File: src/rtl/regfile_dump_pkg.sv
// Shared constants, state encoding and output word layout for the register-file dump reader.
package regfile_dump_pkg;

  localparam int unsigned ADDR_W   = 4;
  localparam int unsigned DATA_W   = 16;
  localparam int unsigned NUM_REGS = 1 << ADDR_W;
  localparam int unsigned CNT_W    = ADDR_W + 1;

  localparam logic [ADDR_W-1:0] CSUM_ADDR = '0;

  typedef enum logic [1:0] {
    IDLE  = 2'd0,
    RUN   = 2'd1,
    CSUM  = 2'd2,
    FLUSH = 2'd3
  } state_t;

  typedef struct packed {
    logic [DATA_W-1:0] data;
    logic [ADDR_W-1:0] addr;
    logic              last;
    logic              is_csum;
  } dump_word_t;

  // Words in an inclusive, possibly wrapping range: 1..NUM_REGS.
  function automatic logic [CNT_W-1:0] range_len(input logic [ADDR_W-1:0] first,
                                                 input logic [ADDR_W-1:0] last);
    return CNT_W'(ADDR_W'(last - first)) + CNT_W'(1);
  endfunction

  // Next register index, wrapping at the top of the file.
  function automatic logic [ADDR_W-1:0] next_addr(input logic [ADDR_W-1:0] addr);
    return ADDR_W'((32'(addr) + 32'd1) % NUM_REGS);
  endfunction

endpackage

File: src/rtl/rf_dump_out_reg.sv
// Single-entry valid/ready output holding register for the dump stream.
module rf_dump_out_reg
  import regfile_dump_pkg::*;
(
  input  logic       clk,
  input  logic       rst,
  input  logic       clear,
  input  logic       load,
  input  dump_word_t word,
  input  logic       ready,
  output logic       valid,
  output dump_word_t out_word,
  output logic       slot_free
);

  // A load takes priority over a drain so a word can be replaced on its handshake cycle.
  always_ff @(posedge clk or posedge rst) begin
    if (rst) begin
      valid    <= 1'b0;
      out_word <= '0;
    end else if (clear) begin
      valid            <= 1'b0;
      out_word.last    <= 1'b0;
      out_word.is_csum <= 1'b0;
    end else if (load) begin
      valid    <= 1'b1;
      out_word <= word;
    end else if (valid && ready) begin
      valid            <= 1'b0;
      out_word.last    <= 1'b0;
      out_word.is_csum <= 1'b0;
    end
  end

  assign slot_free = !valid || ready;

endmodule

File: src/rtl/regfile_dump_reader.sv
// Debug dump engine: walks a register range through a spare read port and streams it out.
// Optional trailing XOR checksum word when REGFILE_DUMP_CSUM_EN is defined.
module regfile_dump_reader
  import regfile_dump_pkg::*;
(
  input  logic              clk,
  input  logic              rst,
  input  logic              start,
  input  logic              abort,
  input  logic [ADDR_W-1:0] first_addr,
  input  logic [ADDR_W-1:0] last_addr,
  output logic [ADDR_W-1:0] rf_read_add,
  input  logic [DATA_W-1:0] rf_read_data,
  output logic              dump_valid,
  input  logic              dump_ready,
  output logic [DATA_W-1:0] dump_data,
  output logic [ADDR_W-1:0] dump_addr,
  output logic              dump_last,
  output logic              dump_is_csum,
  output logic              busy,
  output logic              done
);

  state_t            state_q, state_d;
  logic [ADDR_W-1:0] cur_addr_q, cur_addr_d;
  logic [CNT_W-1:0]  remaining_q, remaining_d;
  logic              done_d;
  logic              load, clear, slot_free;
  dump_word_t        load_word, out_word;
`ifdef REGFILE_DUMP_CSUM_EN
  logic [DATA_W-1:0] csum_q, csum_d;
`endif

  always_ff @(posedge clk or posedge rst) begin
    if (rst) begin
      state_q     <= IDLE;
      cur_addr_q  <= '0;
      remaining_q <= '0;
      busy        <= 1'b0;
      done        <= 1'b0;
    end else begin
      state_q     <= state_d;
      cur_addr_q  <= cur_addr_d;
      remaining_q <= remaining_d;
      busy        <= (state_d != IDLE);
      done        <= done_d;
    end
  end

`ifdef REGFILE_DUMP_CSUM_EN
  always_ff @(posedge clk or posedge rst) begin
    if (rst) csum_q <= '0;
    else     csum_q <= csum_d;
  end
`endif

  // Next-state, address walk and output-register load control.
  always_comb begin
    state_d           = state_q;
    cur_addr_d        = cur_addr_q;
    remaining_d       = remaining_q;
    done_d            = 1'b0;
    load              = 1'b0;
    clear             = 1'b0;
    load_word         = '0;
    load_word.data    = rf_read_data;
    load_word.addr    = cur_addr_q;
`ifdef REGFILE_DUMP_CSUM_EN
    csum_d            = csum_q;
`endif
    if (abort) begin
      state_d = IDLE;
      clear   = 1'b1;
    end else begin
      case (state_q)
        IDLE: begin
          if (start) begin
            state_d     = RUN;
            cur_addr_d  = first_addr;
            remaining_d = range_len(first_addr, last_addr);
`ifdef REGFILE_DUMP_CSUM_EN
            csum_d      = '0;
`endif
          end
        end
        RUN: begin
          if (slot_free) begin
            load        = 1'b1;
            cur_addr_d  = next_addr(cur_addr_q);
            remaining_d = remaining_q - CNT_W'(1);
`ifdef REGFILE_DUMP_CSUM_EN
            csum_d      = csum_q ^ rf_read_data;
            if (remaining_q == CNT_W'(1)) state_d = CSUM;
`else
            if (remaining_q == CNT_W'(1)) begin
              load_word.last = 1'b1;
              state_d        = FLUSH;
            end
`endif
          end
        end
        CSUM: begin
`ifdef REGFILE_DUMP_CSUM_EN
          if (slot_free) begin
            load              = 1'b1;
            load_word.data    = csum_q;
            load_word.addr    = CSUM_ADDR;
            load_word.last    = 1'b1;
            load_word.is_csum = 1'b1;
            state_d           = FLUSH;
          end
`else
          state_d = IDLE;
`endif
        end
        FLUSH: begin
          if (dump_valid && dump_ready) begin
            state_d = IDLE;
            done_d  = 1'b1;
          end
        end
        default: state_d = IDLE;
      endcase
    end
  end

  rf_dump_out_reg u_out_reg (
    .clk       (clk),
    .rst       (rst),
    .clear     (clear),
    .load      (load),
    .word      (load_word),
    .ready     (dump_ready),
    .valid     (dump_valid),
    .out_word  (out_word),
    .slot_free (slot_free)
  );

  assign rf_read_add  = cur_addr_q;
  assign dump_data    = out_word.data;
  assign dump_addr    = out_word.addr;
  assign dump_last    = out_word.last;
  assign dump_is_csum = out_word.is_csum;

endmodule
File: config.mk
export PLATFORM = sky130hd
export DESIGN_NAME = regfile_dump_reader
export DESIGN_NICKNAME = d
export VERILOG_FILES = /design/src/rtl/regfile_dump_pkg.sv /design/src/rtl/rf_dump_out_reg.sv /design/src/rtl/regfile_dump_reader.sv
export SDC_FILE = /design/constraint.sdc
export NUM_CORES = 1
export LEC_CHECK = 0
export BUFFER_PORTS_ARGS = -buffer_cell sky130_fd_sc_hd__buf_2
export CORE_ASPECT_RATIO = 0.9
export CORE_UTILIZATION = 25
export CTS_CLUSTER_SIZE = 10
export DETAILED_ROUTE_END_ITERATION = 6
export MAX_ROUTING_LAYER = met4
export SLEW_MARGIN = 20
export SYNTH_ARGS = -nofsm -noshare
export SYNTH_HDL_FRONTEND = slang
export SYNTH_HIERARCHICAL = 1
export SYNTH_SLANG_ARGS = --single-unit
File: constraint.sdc
create_clock -name clk -period 2.2 [get_ports clk]
set_input_delay 0.11 -clock clk [delete_from_list [all_inputs] [get_ports clk]]
set_output_delay 0.11 -clock clk [all_outputs]
set_load 0.02 [all_outputs]
==> impl_metrics.env, run 1 <==
export IMPL_synthToLayoutAreaGrowth_pct=25.7
export IMPL_h_tree_depth=2
export IMPL_vias_per_cell=4.31
export IMPL_min_path_type="input port to flip-flop"
export IMPL_yosysUniqueCellTypes=41
export IMPL_timing_critical_path_cells="nand2b_1, nor3b_1, inv_2, nor2_4, buf_12, mux2_4"
export IMPL_max_freq_ghz=0.506
export IMPL_design_power_total_w=0.00231
export IMPL_sum_of_negative_setup_slack_ns=0
export IMPL_cts_root_buf="sky130_fd_sc_hd__clkbuf_8"
export IMPL_fill_cells=726
export IMPL_antennaDiodeCount=0
export IMPL_vdd_ir_drop_max_mv=0.355
export IMPL_cp_depth=6
export IMPL_yosysTopAreaCellShare_pct=47.4
export IMPL_rsz0062_at_grt="no"
export IMPL_post_synth_main_area_contributors="sky130_fd_sc_hd__dfrtp_1 (47%), sky130_fd_sc_hd__mux2_4 (16%), sky130_fd_sc_hd__ha_1 (4.6%)"
export IMPL_critical_path_required_ns=2.37
export IMPL_numPortBuffers=57
export IMPL_dominant_combinational_cell_family_by_area_after_synthesis="multiplexers"
export IMPL_cts_reportedPaths_clkPinSlew_ns=0.07
export IMPL_fin_nets=258
export IMPL_grt_pass1_vias=1359
export IMPL_detailed_route_drc_error_count=0
export IMPL_critical_path_max_fanout=20
export IMPL_timing_critical_path_slowest_stage_cell="sky130_fd_sc_hd__nor3b_1"
export IMPL_tritoncts="built"
export IMPL_syn_area_per_cell_sq_um=11.7
export IMPL_slowest_delay_ns=0.45
export IMPL_numCtsBuffers=5
export IMPL_postCtsResizedCells=0
export IMPL_timing_critical_path_to_type="flip-flop"
export IMPL_die_area_sq_um=7950
export IMPL_power_leakage_nw=1.17
export IMPL_synth_top_area_cell="sky130_fd_sc_hd__dfrtp_1"
export IMPL_cpLargestDelayFamily="simple AND/OR/NAND/NOR gates"
export IMPL_route_final_wire_length_mm=3.97
export IMPL_grt_total_usage_pct=11.2
export IMPL_worstRegToRegCells=6
export IMPL_worst_pin_slew_ns=0.837
export IMPL_synth_yosys_warnings=6
export IMPL_post_route_cells_drive_above_1_share_pct=41.4
export IMPL_startpoint_type="flip-flop"
export IMPL_design_portCount=58
export IMPL_synth_compound_area_share_pct=7.84
export IMPL_critPathArrivalTime_ns=2.14
export IMPL_grt_max_degree=24
export IMPL_start_util_pct=26.4
export IMPL_total_of_max_cap_violations=0
export IMPL_hold_violations=0
export IMPL_floorplan_die_width_um=93.9
export IMPL_synth_cells=162
export IMPL_design_core_area_sq_um=7180
export IMPL_detailedPlacementHpwl_mm=3.00
export IMPL_mappedNetlistNets=199
export IMPL_clockBufferDepth=2
export IMPL_highest_count_cells_in_the_layout_ignoring_fill_and_taps="sky130_fd_sc_hd__buf_2 (57), sky130_fd_sc_hd__dfrtp_1 (36), sky130_fd_sc_hd__mux2_4 (20)"
export IMPL_clkLatencyLatePin_ns=0.29
export IMPL_synth_adder_area_share_pct=5.67
export IMPL_yosys_mux_area_fraction_pct=16.9
export IMPL_synth_simple_gate_area_share_pct=13.1
export IMPL_status="completed"
export IMPL_detail_route_first_pass_iterations=4
export IMPL_chipHeight_um=84.7
export IMPL_std_cell_rows=29
export IMPL_min_period_over_period_pct=89.7
export IMPL_setup_worst_path_class="flip-flop to flip-flop"
export IMPL_grt_first_pass_wirelength_mm=6.51
export IMPL_slew_violations=0
export IMPL_worstPathBufferInverterCount=2
export IMPL_first_iter_violations=42
export IMPL_routed_via_count=1359
export IMPL_slew_headroom_pct=44.1
export IMPL_globalRoute_totalOverflow=0
export IMPL_postSynthRegisterBits=36
export IMPL_min_path_cells=2
export IMPL_finalWeightedCongestion=0.756
export IMPL_cts_sink_count=36
export IMPL_p_per_area_nw_per_um2=967
export IMPL_wire_per_inst_um=12.6
export IMPL_grt_antenna_before_repair=0
export IMPL_syn_area_sq_um=1900
export IMPL_setup_violations_final=0
export IMPL_most_common_cell_after_layout_fill_and_taps_aside="sky130_fd_sc_hd__buf_2"
export IMPL_timing_clock_skew_ns=0.00512
export IMPL_antenna_violating_nets_post_route=0
export IMPL_yosys_area_share_xor_xnor_pct=3.03
export IMPL_ys_seq_area_share_pct=47.4
export IMPL_fin_crit_ns=1.97
==> worst paths after layout <==
path	start	endpoint	slack, ns
hold / removal	rf_read_data[1]	u_out_reg/out_word[7]	0.05
setup / recovery	state_q[1]	u_out_reg/out_word[15]	0.23
setup reg to reg	state_q[1]	u_out_reg/out_word[15]	0.23
max in group asynchronous	rst	u_out_reg/out_word[9]	1.14
min in group asynchronous	rst	done	0.41
hold reg to reg	u_out_reg/out_word[9]	u_out_reg/out_word[9]	0.51
==> stage by stage <==
step / utilization, % / setup slack, ns / hold slack (ns) / instance area [sq um] / instances
global route: 33.2 / 0.0921 / 0.0404 / 2390 / 315
finish: 33.2 / 0.226 / 0.0498 / 2390 / 315
detailed placement: 31.6 / 0.213 / 0.206 / 2270 / 306
global placement: 31.6 / 0.336 / 0.194 / 2270 / 306
floorplan: - / 0.409 / -0.0130 / 1900 / 162
CTS: 33.2 / 0.202 / 0.0402 / 2390 / 315
==> Yosys cell counts (all sizes together) <==
library cell and number:
a2bb2oi 1, conb 1, and4b 1, or2 1
nand3b 2, xor2 1, mux2i 2, xnor3 1
clkbuf 1, a31oi 1, ha 7, or3 2
inv 10, mux2 20, buf 9, nor2b 1
o22a 1, and3 2, nor2 11, nand2b 3
nand2 12, o211ai 2, a211o 1, nand4 1
dfrtp 36, fa 1, nor3 3, o21ai 4
o22ai 1, a21oi 10, o311ai 2, nand3 5
nor3b 3, xnor2 3
==> power breakdown <==
group	total [W]	switching, W	internal (W)
clock network	0.000576	0.000240	0.000336
logic	0.000788	0.000414	0.000374
registers	0.000944	0.000116	0.000829
==> flip-flops by register name, summed over array words and instances, names as in the netlist <==
signal / count
u_out_reg/out_word: 22
remaining_q: 5
state_q: 2
done: 1
u_out_reg/valid: 1
busy: 1
rf_read_add: 4
==> routing by layer <==
layer	up-vias	track usage (%)	share of wire [%]
li1	671	-	-
met1	643	13.3	48
met5	-	-	0
met3	5	4.62	7.5
met4	0	3.36	1.2
met2	40	17.2	43
==> repair_timing <==
item,4_1_cts,5_1_grt
buffers inserted,0,0
hold buffers,1,0
hold endpoints to repair,13,0
setup endpoints to repair,0,0
==> kinds of logic after synthesis <==
group	Yosys count
compound gates	23
xor+xnor	5
fa+ha+maj	8
buf+inv	20
flops	36
mux	22
other cells	1
simple gates	47
==> layout make-up <==
cell class	count	area (sq um)	share of cell area [%]
clock inverter	2	35.0	1.47
tap	93	116	4.87
timing repair buffer	62	338	14.2
multi-input combinational	106	887	37.2
inverter	10	37.5	1.57
sequential	36	901	37.7
clock buffer	6	72.6	3.04
(Power assumes the default switching activity.)
==> inputs of run 2 (changes only) <==
--- a/config.mk
+++ b/config.mk
@@ -7,6 +7,7 @@
 export LEC_CHECK = 0
 export BUFFER_PORTS_ARGS = -buffer_cell sky130_fd_sc_hd__buf_2
 export CORE_ASPECT_RATIO = 0.9
+export CORE_MARGIN = 10
 export CORE_UTILIZATION = 25
 export CTS_CLUSTER_SIZE = 10
 export DETAILED_ROUTE_END_ITERATION = 6
==> impl_metrics.env, run 2 (synthesis results as in run 1) <==
export IMPL_status="completed"
export IMPL_slowest_delay_ns=0.43
export IMPL_vdd_ir_drop_max_mv=0.248
export IMPL_placed_area_sq_um=2270
export IMPL_critical_path_max_fanout=20
export IMPL_grt_pass1_vias=1422
export IMPL_chipHeight_um=103
export IMPL_detail_route_first_pass_iterations=4
export IMPL_slew_violations=0
export IMPL_die_area_sq_um=11500
export IMPL_std_cell_rows=30
export IMPL_design_portCount=58
export IMPL_cts_sink_count=36
export IMPL_critical_path_required_ns=2.37
export IMPL_highest_count_cells_in_the_layout_ignoring_fill_and_taps="sky130_fd_sc_hd__buf_2 (57), sky130_fd_sc_hd__dfrtp_1 (36), sky130_fd_sc_hd__mux2_4 (20)"
export IMPL_area_sequential_sq_um=901
export IMPL_clkLatencyLatePin_ns=0.29
export IMPL_fill_cells=756
export IMPL_grt_first_pass_wirelength_mm=7.39
export IMPL_fin_crit_ns=1.93
export IMPL_timing_critical_path_slowest_stage_cell="sky130_fd_sc_hd__dfrtp_1"
export IMPL_post_route_util_pct=32.1
export IMPL_timing_clock_skew_ns=0.00669
export IMPL_post_cts_repair_setup_buffers=0
export IMPL_synthToLayoutAreaGrowth_pct=26.1
export IMPL_top_register="u_out_reg/out_word"
export IMPL_numCtsBuffers=5
export IMPL_design_area_sq_um=2390
export IMPL_first_iter_violations=73
export IMPL_critPathArrivalTime_ns=2.10
export IMPL_finalWeightedCongestion=0.731
export IMPL_grt_antenna_before_repair=0
export IMPL_combinationalPowerShare_pct=34.2
export IMPL_multiInputGateArea_sq_um=887
export IMPL_min_period_over_period_pct=87.6
export IMPL_power_leakage_nw=1.17
export IMPL_timing_critical_path_to_type="flip-flop"
export IMPL_wire_per_inst_um=13.8
export IMPL_detailedPlacementHpwl_mm=3.46
export IMPL_clockBufferDepth=2
export IMPL_numPortBuffers=57
export IMPL_cpLargestDelayFamily="simple AND/OR/NAND/NOR gates"
export IMPL_clockPowerShare_pct=25.0
export IMPL_h_tree_depth=2
export IMPL_worst_pin_slew_ns=0.877
export IMPL_total_of_max_cap_violations=0
export IMPL_routed_via_count=1349
export IMPL_design_core_area_sq_um=7470
export IMPL_setup_worst_path_class="flip-flop to flip-flop"
export IMPL_netSwitchingPower_w=0.000783
export IMPL_p_per_area_nw_per_um2=969
export IMPL_crit_start="state_q[1]"
export IMPL_timing_critical_path_cells="nand2b_1, nor3b_1, inv_2, nor2_4, buf_12, mux2_4"
export IMPL_largest_reg_flops=22
export IMPL_route_final_wire_length_mm=4.38
export IMPL_start_util_pct=25.4
export IMPL_vias_per_cell=4.24
export IMPL_floorplan_die_width_um=112
export IMPL_hold_violations=0
export IMPL_most_common_cell_after_layout_fill_and_taps_aside="sky130_fd_sc_hd__buf_2"
export IMPL_hold_path_startpoint="rf_read_data[8]"
export IMPL_slew_headroom_pct=41.4
export IMPL_power_switching_share_pct=33.8
export IMPL_cts_root_buf="sky130_fd_sc_hd__clkbuf_8"
export IMPL_fin_nets=258
export IMPL_cts_reportedPaths_clkPinSlew_ns=0.08
export IMPL_internal_power_w=0.00154
export IMPL_regToRegStartpoint="state_q[1]"
export IMPL_globalRoute_totalOverflow=0
export IMPL_tritoncts="built"
export IMPL_detailed_route_drc_error_count=0
export IMPL_post_route_cells_drive_above_1_share_pct=41.9
export IMPL_rsz0062_at_grt="no"
export IMPL_max_freq_ghz=0.519
export IMPL_min_path_type="input port to flip-flop"
export IMPL_grt_total_usage_pct=8.17
export IMPL_grt_max_degree=24
export IMPL_power_sequential_fraction_pct=40.8
export IMPL_setup_violations_final=0
export IMPL_worstPathBufferInverterCount=2
export IMPL_antenna_violating_nets_post_route=0
export IMPL_sum_of_negative_setup_slack_ns=0
export IMPL_antennaDiodeCount=0
export IMPL_startpoint_type="flip-flop"
==> run 2: layout make-up <==
cell class                      count  share of cell area [%]
Clock inverter                      3                    1.78
Inverter                           10                    1.57
Sequential cell                    36                    37.6
Multi-Input combinational cell    106                    37.0
Clock buffer                        5                    2.87
Timing Repair Buffer               62                    14.1
Tap cell                           96                    5.02
==> run 2: per-stage QoR <==
step	instances	setup slack [ns]	hold WS [ns]	total power (W)
floorplan	162	0.409	-0.0130	0.00152
CTS	318	0.261	0.0377	0.00237
global route	318	0.158	0.0339	0.00248
global placement	309	0.342	0.189	0.00175
detailed placement	309	0.273	0.195	0.00177
finish	318	0.272	0.0472	0.00232
==> run 2: metal layers <==
metal	wire length, um	part of all wire (%)	global-route usage, %
met1	2020	46	9.99
met2	2050	47	12.3
met3	280	6.4	3.37
met4	28	0.64	2.07
met5	0	0	-
==> run 2: worst paths after layout <==
kind,endpoint,slack [ns],cells after the start
worst max-delay path,u_out_reg/out_word[7],0.27,6
worst min-delay path,u_out_reg/out_word[14],0.05,2
worst max register to register,u_out_reg/out_word[7],0.27,6
worst min register to register,u_out_reg/out_word[8],0.51,1
max in group asynchronous,u_out_reg/out_word[8],1.09,3
min in group asynchronous,remaining_q[4],0.42,3
==> run 2: what timing repair did <==
action | 4_1_cts | 5_1_grt
gates resized for setup | 0 | 0
hold buffers | 1 | 0
hold endpoints to repair | 13 | 0
==> run 2: power groups by stage <==
| stage | clock network (W) | logic, W | registers, W |
|---|---|---|---|
| floorplan | 0 | 0.000439 | 0.00108 |
| detailed placement | 0 | 0.000807 | 0.000959 |
| global route | 0.000629 | 0.000870 | 0.000981 |
| finish | 0.000579 | 0.000795 | 0.000947 |
| global placement | 0 | 0.000792 | 0.000961 |
| CTS | 0.000604 | 0.000811 | 0.000951 |
